<file path="config.mk">
export PLATFORM = sky130hd
export DESIGN_NAME = priv_access_ctrl
export DESIGN_NICKNAME = d
export VERILOG_FILES = /design/src/rtl/priv_access_ctrl.sv
export SDC_FILE = /design/constraint.sdc
export NUM_CORES = 1
export LEC_CHECK = 0
export BUFFER_PORTS_ARGS = -buffer_cell sky130_fd_sc_hd__buf_2
export CORE_MARGIN = 10
export CORE_UTILIZATION = 50
export CTS_CLUSTER_SIZE = 14
export DETAILED_ROUTE_END_ITERATION = 10
export GPL_TIMING_DRIVEN = 0
export HOLD_SLACK_MARGIN = 0.06
export PLACE_DENSITY = 0.76
export SLEW_MARGIN = 25
export SYNTH_ARGS = -nofsm -noshare
export SYNTH_HDL_FRONTEND = slang
export SYNTH_SLANG_ARGS = --single-unit
</file>
<file path="constraint.sdc">
create_clock -name clk -period 4.4 [get_ports clk]
set_clock_uncertainty 0.05 [all_clocks]
set_input_delay 0.88 -clock clk [delete_from_list [all_inputs] [get_ports clk]]
set_output_delay 0.88 -clock clk [all_outputs]
set_load 0.05 [all_outputs]
</file>
<file path="src/rtl/priv_access_ctrl.sv">
// Privilege-checked access gate between a CPU register port and a register bank.
// Programmable address windows with per-window minimum privilege; denied accesses are logged.
module priv_access_ctrl #(
  parameter int          ADDR_W       = 12,
  parameter int          DATA_W       = 32,
  parameter int          NUM_REGIONS  = 4,
  parameter logic [1:0]  MACHINE_PRIV = 2'b11,
  parameter int          FCNT_W       = 8,
  localparam int         IDX_W        = (NUM_REGIONS > 1) ? $clog2(NUM_REGIONS) : 1
) (
  input  logic              clk,
  input  logic              rst_n,
  input  logic              req_valid,
  output logic              req_ready,
  input  logic              req_write,
  input  logic [1:0]        req_priv,
  input  logic [ADDR_W-1:0] req_addr,
  input  logic [DATA_W-1:0] req_wdata,
  output logic              dn_valid,
  input  logic              dn_ready,
  output logic              dn_write,
  output logic [ADDR_W-1:0] dn_addr,
  output logic [DATA_W-1:0] dn_wdata,
  input  logic              dn_rsp_valid,
  input  logic [DATA_W-1:0] dn_rdata,
  output logic              resp_valid,
  input  logic              resp_ready,
  output logic              resp_err,
  output logic [DATA_W-1:0] resp_rdata,
  output logic              except,
  input  logic              cfg_we,
  input  logic [1:0]        cfg_priv,
  input  logic [IDX_W-1:0]  cfg_idx,
  input  logic [ADDR_W-1:0] cfg_base,
  input  logic [ADDR_W-1:0] cfg_limit,
  input  logic [1:0]        cfg_min_priv,
  input  logic              cfg_en,
  input  logic              cfg_lock,
  output logic [ADDR_W-1:0] fault_addr,
  output logic [1:0]        fault_priv,
  output logic              fault_write,
  output logic [FCNT_W-1:0] fault_count
);

  typedef enum logic [2:0] {S_IDLE, S_CHECK, S_FWD, S_WAIT, S_RESP} state_t;

  state_t              r_state, w_next;
  logic                r_write;
  logic [1:0]          r_priv;
  logic [ADDR_W-1:0]   r_addr;
  logic [DATA_W-1:0]   r_wdata;
  logic                r_err;
  logic [DATA_W-1:0]   r_rdata;
  logic                r_except;
  logic [ADDR_W-1:0]   r_faddr;
  logic [1:0]          r_fpriv;
  logic                r_fwrite;
  logic [FCNT_W-1:0]   r_fcnt;

  logic [ADDR_W-1:0]   r_base  [NUM_REGIONS];
  logic [ADDR_W-1:0]   r_limit [NUM_REGIONS];
  logic [1:0]          r_min   [NUM_REGIONS];
  logic                r_en    [NUM_REGIONS];
  logic                r_lock  [NUM_REGIONS];

  logic                w_hit;
  logic [1:0]          w_min;
  logic                w_allowed;

  // First matching window in index order decides; no match needs full machine privilege.
  always_comb begin
    w_hit = 1'b0;
    w_min = MACHINE_PRIV;
    for (int unsigned i = 0; i < NUM_REGIONS; i++) begin
      if (!w_hit && r_en[i] && (r_base[i] <= r_addr) && (r_addr <= r_limit[i])) begin
        w_hit = 1'b1;
        w_min = r_min[i];
      end
    end
    w_allowed = w_hit ? (r_priv >= w_min) : (r_priv == MACHINE_PRIV);
  end

  always_ff @(posedge clk) begin
    if (!rst_n) r_state <= S_IDLE;
    else        r_state <= w_next;
  end

  always_comb begin
    w_next = r_state;
    case (r_state)
      S_IDLE:  if (req_valid) w_next = S_CHECK;
      S_CHECK: w_next = w_allowed ? S_FWD : S_RESP;
      S_FWD:   if (dn_ready) w_next = dn_rsp_valid ? S_RESP : S_WAIT;
      S_WAIT:  if (dn_rsp_valid) w_next = S_RESP;
      S_RESP:  if (resp_ready) w_next = S_IDLE;
      default: w_next = S_IDLE;
    endcase
  end

  always_ff @(posedge clk) begin
    if (!rst_n) begin
      r_write  <= 1'b0;
      r_priv   <= '0;
      r_addr   <= '0;
      r_wdata  <= '0;
      r_err    <= 1'b0;
      r_rdata  <= '0;
      r_except <= 1'b0;
      r_faddr  <= '0;
      r_fpriv  <= '0;
      r_fwrite <= 1'b0;
      r_fcnt   <= '0;
    end else begin
      r_except <= 1'b0;
      case (r_state)
        S_IDLE: if (req_valid) begin
          r_write <= req_write;
          r_priv  <= req_priv;
          r_addr  <= req_addr;
          r_wdata <= req_wdata;
        end
        S_CHECK: if (!w_allowed) begin
          r_err    <= 1'b1;
          r_rdata  <= '0;
          r_except <= 1'b1;
          r_faddr  <= r_addr;
          r_fpriv  <= r_priv;
          r_fwrite <= r_write;
          if (r_fcnt != '1) r_fcnt <= r_fcnt + FCNT_W'(1);
        end
        S_FWD: if (dn_ready && dn_rsp_valid) begin
          r_err   <= 1'b0;
          r_rdata <= r_write ? '0 : dn_rdata;
        end
        S_WAIT: if (dn_rsp_valid) begin
          r_err   <= 1'b0;
          r_rdata <= r_write ? '0 : dn_rdata;
        end
        default: ;
      endcase
    end
  end

  // Region table; a locked entry ignores every later write until reset.
  always_ff @(posedge clk) begin
    for (int unsigned i = 0; i < NUM_REGIONS; i++) begin
      if (!rst_n) begin
        r_base[i]  <= '0;
        r_limit[i] <= '0;
        r_min[i]   <= MACHINE_PRIV;
        r_en[i]    <= 1'b0;
        r_lock[i]  <= 1'b0;
      end else if (cfg_we && (cfg_priv == MACHINE_PRIV) && !r_lock[i] && (32'(cfg_idx) == i)) begin
        r_base[i]  <= cfg_base;
        r_limit[i] <= cfg_limit;
        r_min[i]   <= cfg_min_priv;
        r_en[i]    <= cfg_en;
        r_lock[i]  <= cfg_lock;
      end
    end
  end

  assign req_ready   = (r_state == S_IDLE);
  assign dn_valid    = (r_state == S_FWD);
  assign resp_valid  = (r_state == S_RESP);
  assign dn_write    = r_write;
  assign dn_addr     = r_addr;
  assign dn_wdata    = r_wdata;
  assign resp_err    = r_err;
  assign resp_rdata  = r_rdata;
  assign except      = r_except;
  assign fault_addr  = r_faddr;
  assign fault_priv  = r_fpriv;
  assign fault_write = r_fwrite;
  assign fault_count = r_fcnt;

endmodule

</file>
Word level (Yosys, flattened, before mapping)
Memories as Yosys holds them, arrays and structs flattened.
Index checks and enable logic that the tools add are counted.
{ "classes": {"bitwise_logic": 21, "eq_ne": 16, "addsub": 1, "muxes": 59, "n_lt_le_gt_ge": 9, "n_reduce_logical": 37} }
{ "ops": {"columns": ["op", "n"], "rows": [
  ["32-bit two-way mux", 4],
  ["12-bit less-or-equal comparator", 8],
  ["12-bit two-way mux", 8],
  ["32-bit case mux with 3 select lines", 1],
  ["1-bit two-way mux", 30],
  ["1-bit logical AND", 21],
  ["1-bit bitwise OR", 20],
  ["3-bit two-way mux", 6],
  ["2-bit two-way mux", 8],
  ["3-bit case mux with 5 select lines", 1],
  ["8-bit by 1-bit adder with 8-bit output (second input constant)", 1],
  ["2-bit == test (second input constant)", 4],
  ["8-bit inequality test (second input constant)", 1],
  ["4-bit AND reduction", 2],
  ["1-bit zero test", 7],
  ["3-bit by 2-bit == test with 1-bit output (second input constant)", 2],
  ["2-bit by 1-bit inequality test with 1-bit output (second input constant)", 3],
  ["2-bit inequality test (second input constant)", 3],
  ["2-bit AND reduction", 3],
  ["3-bit by 1-bit == test with 1-bit output (second input constant)", 1],
  ["3-bit == test (second input constant)", 1],
  ["3-bit zero test", 1],
  ["1-bit case mux with 3 select lines", 1],
  ["3-bit AND reduction", 1],
  ["other kinds (5)", 5]
]} }
{ "totals": {"memories": 5, "in_bits": 118, "regBits": 107, "ram_bits": 112} }
{ "mem_list": {"columns": ["name", "depth", "word_bits", "rd", "rd_clocked_by_memory_dff", "wr", "line", "source"], "rows": [
  ["r_base", 4, 12, 4, 0, 4, "60", "logic [ADDR_W-1:0] r_base [NUM_REGIONS];"],
  ["r_limit", 4, 12, 4, 0, 4, "61", "logic [ADDR_W-1:0] r_limit [NUM_REGIONS];"],
  ["r_min", 4, 2, 4, 0, 4, "62", "logic [1:0] r_min [NUM_REGIONS];"],
  ["r_en", 4, 1, 4, 0, 4, "63", "logic r_en [NUM_REGIONS];"],
  ["r_lock", 4, 1, 4, 0, 4, "64", "logic r_lock [NUM_REGIONS];"]
]} }

Logic depth before layout (Yosys ltp)
Gate-level depths: netlist of the first run.
{ "depth": {"ltp_word": 23, "mapped_depth": 18, "ltp_nobuf": 17} }

Worst setup path before layout of the first run
Ideal clock, no wire load.
{ "synth_timing": {"path_kind": "reg2reg", "startpoint": "register r_addr[5] (netlist: dn_addr[5])", "endpoint": "register r_rdata[0] (netlist: resp_rdata[0])", "path_stages_with_launch": 19, "arrival_time_ns": 4.224, "path_slack_ns": 0.009, "required_ns": 4.233, "setup_ns": 0.117, "cell_sequence": "dfxtp_1 -> inv_1 -> ha_1 -> a21o_1 -> nand3_1 -> a21oi_1 -> o41ai_1 -> and3_1 -> clkbuf_1 -> nand3_1 -> o221a_2 -> ha_1 -> nand2b_1 -> a21oi_1 -> nand2_1 -> a31oi_4 -> o31ai_4 -> buf_6 -> a22o_1"} }
{ "synth_via": {"elab_chain_cells": 23} }
{ "synth_rtl": {"columns": ["item", "line", "source"], "rows": [
  ["start: declaration", "50", "logic [ADDR_W-1:0] r_addr;"],
  ["start signal: assignment", "119", "r_addr <= req_addr;"],
  ["12-bit less-or-equal comparator", "75", "if (!w_hit && r_en[i] && (r_base[i] <= r_addr) && (r_addr <= r_limit[i])) begin"],
  ["1-bit logical AND (2 in series)", "75", null],
  ["1-bit two-way mux", "75", null],
  ["1-bit zero test", "75", null],
  ["1-bit logical AND (3 in series)", "75", null],
  ["1-bit two-way mux", "75", null],
  ["1-bit zero test", "75", null],
  ["1-bit logical AND (3 in series)", "75", null],
  ["1-bit two-way mux", "75", null],
  ["1-bit zero test", "75", null],
  ["1-bit logical AND (3 in series)", "75", null],
  ["2-bit two-way mux", "75", null],
  ["2-bit >= comparator", "80", "w_allowed = w_hit ? (r_priv >= w_min) : (r_priv == MACHINE_PRIV);"],
  ["1-bit two-way mux (*)", "80", null],
  ["2-bit inequality test (no source line) (*)", null, null],
  ["4-bit AND reduction (no source line) (*)", null, null],
  ["end signal: assignment", "133", "r_rdata <= r_write ? '0 : dn_rdata;"],
  ["end signal: assignment", "137", "r_rdata <= r_write ? '0 : dn_rdata;"],
  ["end: declaration", "53", "logic [DATA_W-1:0] r_rdata;"]
]} }
Every way passes the cells marked *; elsewhere a longest branch is shown, timed or not.
A chain may end at the register's enable or synchronous reset.

Worst setup path after layout of the first run
{ "layout_timing": {"startpoint": "register r_addr[9] (netlist: dn_addr[9])", "endpoint": "register r_fcnt[0] (netlist: fault_count[0])"} }
{ "layout_via": {"elab_chain_cells": 23} }
{ "layout_rtl": {"columns": ["item", "line", "source"], "rows": [
  ["12-bit less-or-equal comparator", "75", null],
  ["1-bit logical AND (2 in series)", "75", null],
  ["1-bit two-way mux", "75", null],
  ["1-bit zero test", "75", null],
  ["1-bit logical AND (3 in series)", "75", null],
  ["1-bit two-way mux", "75", null],
  ["1-bit zero test", "75", null],
  ["1-bit logical AND (3 in series)", "75", null],
  ["1-bit two-way mux", "75", null],
  ["1-bit zero test", "75", null],
  ["1-bit logical AND (3 in series)", "75", null],
  ["2-bit two-way mux", "75", null],
  ["2-bit >= comparator", "80", null],
  ["1-bit two-way mux (*)", "80", null],
  ["1-bit NOT (no source line) (*)", null, null],
  ["3-bit AND reduction (no source line) (*)", null, null],
  ["end signal: assignment", "129", "if (r_fcnt != '1) r_fcnt <= r_fcnt + FCNT_W'(1);"],
  ["end: declaration", "58", "logic [FCNT_W-1:0] r_fcnt;"]
]} }
Marks and branches as above.

==> impl_metrics.py, run 1 <==
metrics = {
    "status": {
        "status": "finished clean",
    },
    "critical_path": {
        "setup.worst_path.start_class": "register",
        "critPathMaxFanout": 8,
        "path_cells": "inv_1 -> ha_1 -> nand4_1 -> or3_1 -> a21o_1 -> a31oi_4 -> o32a_4 -> nand3_1 -> o221a_2 -> ha_1 -> nand2b_1 -> a21oi_4 -> buf_4 -> nand3_1 -> a31oi_1 -> or2_2 -> mux2i_1",
        "slowest_stage": "or3_1",
        "worstSetupEndpointType": "register",
        "crit_path_max_incr_delay_ns": 0.45,
        "crit_arrival_ns": 4.58,
        "r2r_cells": 17,
        "critical_path_class": "reg2reg",
        "crit_required_ns": 4.79,
    },
    "floorplan": {
        "core-area_um2": 21000,
        "dieArea_um2": 27700,
        "die_x_um": 166,
        "die_y_um": 166,
        "pin_count": 223,
        "rows": 53,
        "start_util": 0.509,
    },
    "finish": {
        "syn2layout_area_growth_pct": 23.2,
        "regArea_um2": 5510,
        "multiInputGateArea_um2": 4900,
        "fill_cells": 1747,
        "fin_nets": 1508,
        "drive_gt1_frac": 0.238,
    },
    "timing": {
        "maxSlewHeadroom": 0.490,
        "tightestPinTransition_ns": 0.761,
        "hold_viol": 0,
        "slew_violations": 0,
        "setup_viol": 0,
        "fmax_ghz": 0.238,
        "post-route-period-util": 0.954,
        "grt_setup_unrepaired": "no",
        "holdWs_ns": 0.402,
        "tns_ns": 0,
        "min_period_ns": 4.20,
    },
    "clock_tree": {
        "cts_buffers": 24,
        "hold_buffers": 0,
        "cts_tree": "yes",
        "path_clk_slew_ns": 0.06,
        "cts.sinks": 219,
        "cts_root_buf": "clkbuf_16",
        "cts_max_level": 1,
        "clk_latency_ns": 0.53,
        "clk_path_buf_depth": 3,
    },
    "logic_synthesis": {
        "ys_seq_area_frac": 0.513,
        "ys_ff_latch": 219,
        "synth_edf_count": 110,
        "synth.avg_cell_area_um2": 10.3,
        "syn-num-nets": 1251,
        "mappedNetlistArea_um2": 10700,
        "ys_async_sr_fraction": 0,
        "synth_flop_cell": "edfxtp_1",
        "yosys_warnings": 0,
        "ys_types": 54,
        "syn_inst": 1034,
    },
    "drt": {
        "vias": 8681,
        "dr.pass1.iters": 5,
        "drt_first_iter_violations": 537,
        "routed_wl_mm": 30.6,
        "drc": 0,
        "detail_route.wl_per_cell_um": 19.3,
        "viasPerCell": 5.48,
        "ant_nets": 0,
    },
    "global_routing": {
        "grt_pass1_wl_mm": 47.7,
        "grt_max_degree": 29,
        "antenna_found_initial": 1,
        "grt_overflow_total": 0,
        "grt_pass1_vias": 8724,
        "grt_usage": 0.211,
    },
    "place": {
        "io_buffers": 222,
        "place_hpwl_mm": 23.3,
        "gp_congestion": 0.881,
    },
    "hold_path": {
        "worstHoldPathCells": 2,
        "hp-class": "reg2reg",
    },
    "pwr": {
        "vdd.ir_drop.worst_uv": 277,
        "power.leakage_nw": 5.74,
        "cellPowerDensity_nw_per_um2": 442,
        "p_total_mw": 5.83,
    },
    "job": {
        "maxCapViolations": 0,
    },
}
==> final cells by class <==
type	count	area share
Tap cell	275	0.0261
Timing Repair Buffer	232	0.0926
Antenna cell	1	0.000190
Clock buffer	32	0.0512
Sequential cell	219	0.418
Multi-Input combinational cell	707	0.371
Inverter	66	0.0188
Clock inverter	12	0.00712
Buffer	41	0.0143
==> worst max-delay path, delay by kind of cell (launching register included) <==
kind,cells,cell delay [ns]
AO/OA/AOI/OAI,6,1.35
adder cells (fa/ha/maj),2,0.60
buffers and inverters,2,0.31
flip-flops,1,0.44
multiplexers,1,0.19
AND/OR/NAND/NOR,6,1.16
==> state kept, by name, summed over array words and instances (netlist names) <==
signal	count
r_min	8
resp_err	1
resp_rdata	32
r_base	48
dn_write	1
r_priv	2
fault_count	8
fault_addr	12
fault_priv	2
r_en	4
r_limit	48
r_state	3
fault_write	1
r_lock	4
dn_addr	12
dn_wdata	32
except	1
==> worst paths after layout <==
check | start | end | slack, ns
max | dn_addr[9] | fault_count[0] | 0.20
min | dn_wdata[2] | dn_wdata[2] | 0.40
max reg2reg | dn_addr[9] | fault_count[0] | 0.20
min reg2reg | dn_wdata[2] | dn_wdata[2] | 0.40
==> placed cells by master (no fill, tap or decap), types with 4 or more instances in the layout <==
cell         n
ha_1        99
o211ai_1     9
dfxtp_4      5
a211oi_1     6
nand2_1    163
a21oi_1     84
clkbuf_16   26
nor2_1      19
buf_6        6
mux2i_1     24
clkinv_1     4
nand2b_1    17
or3_1        5
a31oi_1      4
dfxtp_1     97
a21o_1       9
o21a_1       4
nor2b_1     13
edfxtp_1   110
o21ai_0     10
and2_1     106
nand4_1     29
a22o_1      32
inv_1       66
nand3_1     18
and3_1       4
dfxtp_2      7
buf_2      223
clkbuf_1    38
nor3_1       8
buf_4        7
==> stage by stage <==
step	cell area [um2]	utilization	instances	setup slack, ns
detailed placement	12300	0.584	1536	-0.761
finish	13200	0.627	1585	0.204
floorplan	10700	-	1034	0.00907
global route	13200	0.627	1584	0.0156
CTS	13100	0.624	1582	0.0261
global placement	12200	0.578	1531	-0.767
==> logic make-up (layout without fill, tap and decap cells) <==
logic type / count (synthesis) / in the layout / share of synthesized area
adder cells (fa/ha/maj): 99 / 99 / 0.116
buffers and inverters: 108 / 383 / 0.0405
other: 0 / 1 / 0
AND/OR/NAND/NOR: 394 / 394 / 0.186
flip-flops: 219 / 219 / 0.513
multiplexers: 24 / 24 / 0.0224
AO/OA/AOI/OAI: 190 / 190 / 0.123
==> metal layers <==
layer	wire [um]	up-vias	track usage
li1	-	4191	-
met1	12700	4107	0.265
met2	14600	344	0.351
met3	2640	39	0.0499
met4	616	0	0.0695
met5	0	-	0
==> cell usage after synthesis (3+ instances only) <==
cell	n	area [um2]
o21a_1	4	30.0
a22o_1	32	280
a21oi_1	85	425
nand2b_1	17	106
nor2b_1	13	81.3
o211ai_1	9	67.6
a211oi_1	7	52.6
o31a_1	3	26.3
a21o_1	9	67.6
edfxtp_1	110	3300
a31oi_1	4	25.0
nor2_1	19	71.3
nand2_1	164	616
ha_1	99	1240
and3_1	4	25.0
and2_1	106	663
o31ai_1	4	30.0
nand3_1	18	90.1
nor4_1	4	25.0
or3_1	5	31.3
dfxtp_1	109	2180
inv_1	66	248
nor3_1	11	55.1
nand4_1	29	181
clkbuf_1	35	131
buf_6	3	33.8
o21ai_0	12	60.1
mux2i_1	24	240
==> report_power, final <==
part           total, mW  switching, mW  internal (mW)
logic               1.48           1.00          0.479
registers           2.41          0.132           2.28
clock network       1.94          0.799           1.14
==> repair_timing <==
item	CTS	global route
endpoints found under the setup margin	59	56
buffers inserted	2	3
gates resized for setup	19	14
pin swaps	1	2
Power figures use the tool's default switching activity.
==> run 2, diff against run 1 <==
- PLACE_DENSITY: 0.76 -> 0.7
==> impl_metrics.py, run 2 (synthesis results as in run 1) <==
metrics = {
    "status": {
        "status": "finished clean",
    },
    "drt": {
        "detail_route.wl_per_cell_um": 18.7,
        "routed_wl_mm": 29.7,
        "ant_nets": 0,
        "dr.pass1.iters": 5,
        "drc": 0,
        "vias": 8482,
        "drt_first_iter_violations": 568,
        "viasPerCell": 5.35,
    },
    "place": {
        "io_buffers": 222,
        "gp_congestion": 0.898,
        "place_hpwl_mm": 22.4,
    },
    "critical_path": {
        "crit_start": "dn_addr[10]",
        "path_cells": "inv_1 -> ha_1 -> nand4_1 -> or3_1 -> a21o_1 -> a31oi_4 -> o32a_4 -> nand3_1 -> o221a_2 -> ha_1 -> nand2b_1 -> a21oi_4 -> nand2_1 -> a31oi_4 -> o31ai_4 -> buf_6 -> a22o_1",
        "crit_arrival_ns": 4.58,
        "path_delay_family": "compound AO/OA/AOI/OAI gates",
        "r2r-start": "dn_addr[10]",
        "crit_path_max_incr_delay_ns": 0.45,
        "setup.worst_path.start_class": "register",
        "worst-path-buf-inv": 2,
        "worstSetupEndpointType": "register",
        "critPathMaxFanout": 10,
        "slowest_stage": "or3_1",
        "crit_required_ns": 4.75,
        "critical_path_class": "reg2reg",
    },
    "clock_tree": {
        "cts_root_buf": "clkbuf_16",
        "clk_latency_ns": 0.52,
        "cts_tree": "yes",
        "hold_buffers": 0,
        "cts_buffers": 24,
        "clk_path_buf_depth": 3,
        "cts.sinks": 219,
        "cts_max_level": 1,
        "path_clk_slew_ns": 0.06,
    },
    "timing": {
        "maxSlewHeadroom": 0.407,
        "slew_violations": 0,
        "hold_viol": 0,
        "fmax_ghz": 0.237,
        "grt_setup_unrepaired": "no",
        "post-route-period-util": 0.961,
        "tightestPinTransition_ns": 0.887,
        "min_period_ns": 4.23,
        "setup_viol": 0,
        "tns_ns": 0,
    },
    "global_routing": {
        "grt_pass1_vias": 8601,
        "grt_overflow_total": 0,
        "grt_max_degree": 29,
        "grt_pass1_wl_mm": 46.7,
        "antenna_found_initial": 3,
        "grt_usage": 0.206,
    },
    "floorplan": {
        "core-area_um2": 21000,
        "dieArea_um2": 27700,
        "die_y_um": 166,
        "rows": 53,
        "start_util": 0.509,
        "pin_count": 223,
        "die_x_um": 166,
    },
    "finish": {
        "syn2layout_area_growth_pct": 23.3,
        "drive_gt1_frac": 0.235,
        "final_core_util": 0.627,
        "fill_cells": 1761,
        "reg_top3": "r_base x48, r_limit x48",
        "final_common_cell": "buf_2",
        "fin_nets": 1506,
        "layout_common_cells": "buf_2 (223), nand2_1 (163), edfxtp_1 (110)",
    },
    "pwr": {
        "seqPwrFrac": 0.410,
        "p_sw_frac": 0.326,
        "power.leakage_nw": 5.75,
        "internal-power_mw": 3.96,
        "power.share.clock": 0.341,
        "switchingPower_mw": 1.91,
        "vdd.ir_drop.worst_uv": 325,
        "cellPowerDensity_nw_per_um2": 445,
        "pwr-share-comb": 0.249,
    },
    "hold_path": {
        "hp-class": "reg2reg",
        "worstHoldStart": "dn_wdata[26]",
    },
    "job": {
        "maxCapViolations": 0,
    },
}
run 2: routing by layer:
metal / GRT usage / routed length, um / share of wire
met1: 0.265 / 12900 / 0.44
met3: 0.0421 / 2040 / 0.069
met5: 0 / 0 / 0
met2: 0.344 / 14000 / 0.47
met4: 0.0550 / 660 / 0.022
run 2: area by class of cell:
type / count / area, um2 / area share
Antenna cell: 3 / 7.51 / 0.000569
Buffer: 41 / 185 / 0.0140
Clock buffer: 39 / 738 / 0.0560
Clock inverter: 4 / 56.3 / 0.00427
Inverter: 66 / 248 / 0.0188
Multi-Input combinational cell: 707 / 4880 / 0.370
Sequential cell: 219 / 5520 / 0.418
Tap cell: 275 / 344 / 0.0261
Timing Repair Buffer: 230 / 1220 / 0.0922
run 2: worst paths after layout:
kind | endpoint | depth (start not counted) | slack [ns]
max reg2reg | resp_rdata[0] | 17 | 0.17
max | resp_rdata[0] | 17 | 0.17
min reg2reg | dn_wdata[26] | 2 | 0.40
min | dn_wdata[26] | 2 | 0.40
run 2: repair_timing:
item	in CTS	in global routing
pin swaps	2	2
gates resized for setup	19	10
endpoints found under the hold margin	0	0
setup buffers	1	2
setup endpoints to repair	59	56
run 2: power by group through the flow:
stage / Combinational, mW / Clock, mW / Sequential [mW]
4_1_cts: 1.46 / 2.03 / 2.40
3_3_place_gp: 1.39 / 0 / 2.45
3_5_place_dp: 1.43 / 0 / 2.44
6_report: 1.46 / 2.00 / 2.41
2_1_floorplan: 0.746 / 0 / 2.69
5_1_grt: 1.60 / 2.13 / 2.42
run 2: metrics by stage:
stage | cell area (um2) | instances | setup WS [ns] | hold WS [ns] | total power [mW]
floorplan | 10700 | 1034 | 0.00907 | 0.413 | 3.43
global placement | 12200 | 1531 | -0.860 | 0.389 | 3.83
detailed placement | 12300 | 1536 | -0.839 | 0.393 | 3.88
CTS | 13100 | 1579 | 0.0178 | 0.402 | 5.90
global route | 13200 | 1584 | 0.000793 | 0.424 | 6.15
finish | 13200 | 1584 | 0.173 | 0.399 | 5.87
run 2: worst min-delay path, delay by kind of cell, from the launching register on:
family           cells  cell delay, ns
flip-flops           1            0.30
AND/OR/NAND/NOR      1            0.05
AO/OA/AOI/OAI        1            0.05
==> run 3, diff against run 2 <==
--- a/config.mk
+++ b/config.mk
@@ -14,3 +14,3 @@
 export HOLD_SLACK_MARGIN = 0.06
-export PLACE_DENSITY = 0.7
+export PLACE_DENSITY = 0.73
 export SLEW_MARGIN = 25
==> constraint.sdc (replaced) <==
create_clock -name clk -period 3.47 [get_ports clk]
set_clock_uncertainty 0.05 [all_clocks]
set_input_delay 0.694 -clock clk [delete_from_list [all_inputs] [get_ports clk]]
set_output_delay 0.694 -clock clk [all_outputs]
set_load 0.02 [all_outputs]
==> impl_metrics.py, run 3 (synthesis results as in run 1) <==
metrics = {
    "place": {
        "dp_slack_ns": -0.818,
        "gp_congestion": 0.864,
        "place_hpwl_mm": 22.8,
        "io_buffers": 222,
    },
    "finish": {
        "final_common_cell": "buf_2",
        "fin_nets": 1554,
        "final_core_util": 0.671,
        "drive_gt1_frac": 0.304,
        "layout_common_cells": "buf_2 (223), nand2_1 (161), edfxtp_1 (110)",
        "syn2layout_area_growth_pct": 31.9,
        "reg_top3": "r_base x48, r_limit x48",
    },
    "floorplan": {
        "die_y_um": 166,
        "pin_count": 223,
        "dieArea_um2": 27700,
        "core-area_um2": 21000,
        "rows": 53,
        "die_x_um": 166,
        "start_util": 0.509,
    },
    "pwr": {
        "power.leakage_nw": 6.09,
        "p_total_mw": 7.68,
        "vdd.ir_drop.worst_uv": 393,
        "cellPowerDensity_nw_per_um2": 544,
    },
    "clock_tree": {
        "cts_tree": "yes",
        "path_clk_slew_ns": 0.06,
        "clk_path_buf_depth": 3,
        "cts.sinks": 219,
        "clk_latency_ns": 0.53,
        "cts_buffers": 24,
        "cts_root_buf": "clkbuf_16",
        "cts_max_level": 1,
    },
    "timing": {
        "slew_violations": 0,
        "grt_setup_unrepaired": "yes",
        "min_period_ns": 3.79,
        "hold_viol": 0,
        "maxSlewHeadroom": 0.465,
        "fin_ws_ns": -0.315,
        "tightestPinTransition_ns": 0.799,
        "holdWs_ns": 0.345,
        "fmax_ghz": 0.264,
        "setup_viol": 59,
        "post-route-period-util": 1.09,
    },
    "drt": {
        "dr.pass1.iters": 5,
        "drt_first_iter_violations": 525,
        "drc": 0,
        "viasPerCell": 5.47,
        "vias": 8932,
        "detail_route.wl_per_cell_um": 19.5,
        "routed_wl_mm": 31.8,
        "ant_nets": 0,
    },
    "status": {
        "status": "complete, but fails checks",
        "violations": "setup timing",
    },
    "global_routing": {
        "grt_overflow_total": 0,
        "grt_pass1_vias": 8926,
        "grt_usage": 0.215,
        "grt_max_degree": 29,
        "antenna_found_initial": 3,
        "grt_pass1_wl_mm": 48.6,
    },
    "critical_path": {
        "reg2reg_slack_ns": -0.32,
        "worstSetupEndpointType": "register",
        "crit_arrival_ns": 4.18,
        "critPathMaxFanout": 8,
        "critical_path_class": "reg2reg",
        "crit_required_ns": 3.86,
        "setup.worst_path.start_class": "register",
    },
    "hold_path": {
        "hp-class": "in2reg",
    },
    "job": {
        "maxCapViolations": 0,
    },
}
-- run 3: changes by cell type in the layout (fill, tap and decap cells not counted), moves of 4 or more --
cell | before | now
dfxtp_2 | 6 | 0
inv_4 | 0 | 6
ha_1 | 99 | 81
inv_1 | 66 | 57
a211oi_2 | 0 | 5
buf_8 | 0 | 4
clkbuf_1 | 41 | 37
a211oi_1 | 7 | 1
clkbuf_8 | 6 | 2
buf_4 | 4 | 46
dfxtp_4 | 6 | 12
ha_4 | 0 | 18
-- run 3: worst max-delay path, cell delays in order (launching register included) --
cell	delay [ns]
dfxtp_4	0.41
inv_4	0.07
ha_4	0.26
nand4_1	0.16
or3_4	0.37
a21o_1	0.19
a31oi_4	0.24
o32a_4	0.22
nand3_4	0.09
o221a_4	0.25
ha_4	0.21
nand2b_4	0.14
a21oi_4	0.19
nand2_2	0.11
o21ai_4	0.29
buf_8	0.20
mux2i_2	0.24
-- run 3: metrics by stage --
stage          cells  instance area [um2]  setup TNS (ns)
6_report        1632                14100          -13.87
5_1_grt         1632                14100          -20.67
4_1_cts         1608                13700          -15.56
3_5_place_dp    1536                12400          -40.27
3_3_place_gp    1531                12300         -112.89
2_1_floorplan   1034                10900               0
-- run 3: timing repair --
action | CTS | global route
buffers inserted | 29 | 20
cloned | 0 | 2
pin swaps | 25 | 30
endpoints found under the setup margin | 59 | 59
gates resized for setup | 38 | 38
hold buffers | 0 | 0
-- run 3: path summary, 6_finish.rpt --
check                    start             to  depth (start not counted)
setup / recovery   dn_addr[11]  fault_addr[9]                         16
hold / removal     req_addr[3]     dn_addr[3]                          3
setup reg to reg   dn_addr[11]  fault_addr[9]                         16
hold reg to reg   dn_wdata[11]   dn_wdata[11]                          2
-- run 3: report_power, final --
group / switching [mW] / internal, mW
Sequential: 0.134 / 2.89
Combinational: 1.17 / 0.830
Clock: 1.04 / 1.61
-- run 3: metal layers --
layer | share of wire | GRT usage
met1 | 0.40 | 0.257
met2 | 0.49 | 0.370
met3 | 0.070 | 0.0457
met4 | 0.037 | 0.0848
met5 | 0 | 0
-- run 3: final cells by class --
class	instances	area, um2
multi-input combinational	707	5310
inverter	66	265
sequential	219	5530
clock buffer	35	731
buffer	41	210
timing repair buffer	278	1610
tap	275	344
antenna	3	7.51
clock inverter	8	101
fill	1581	6910
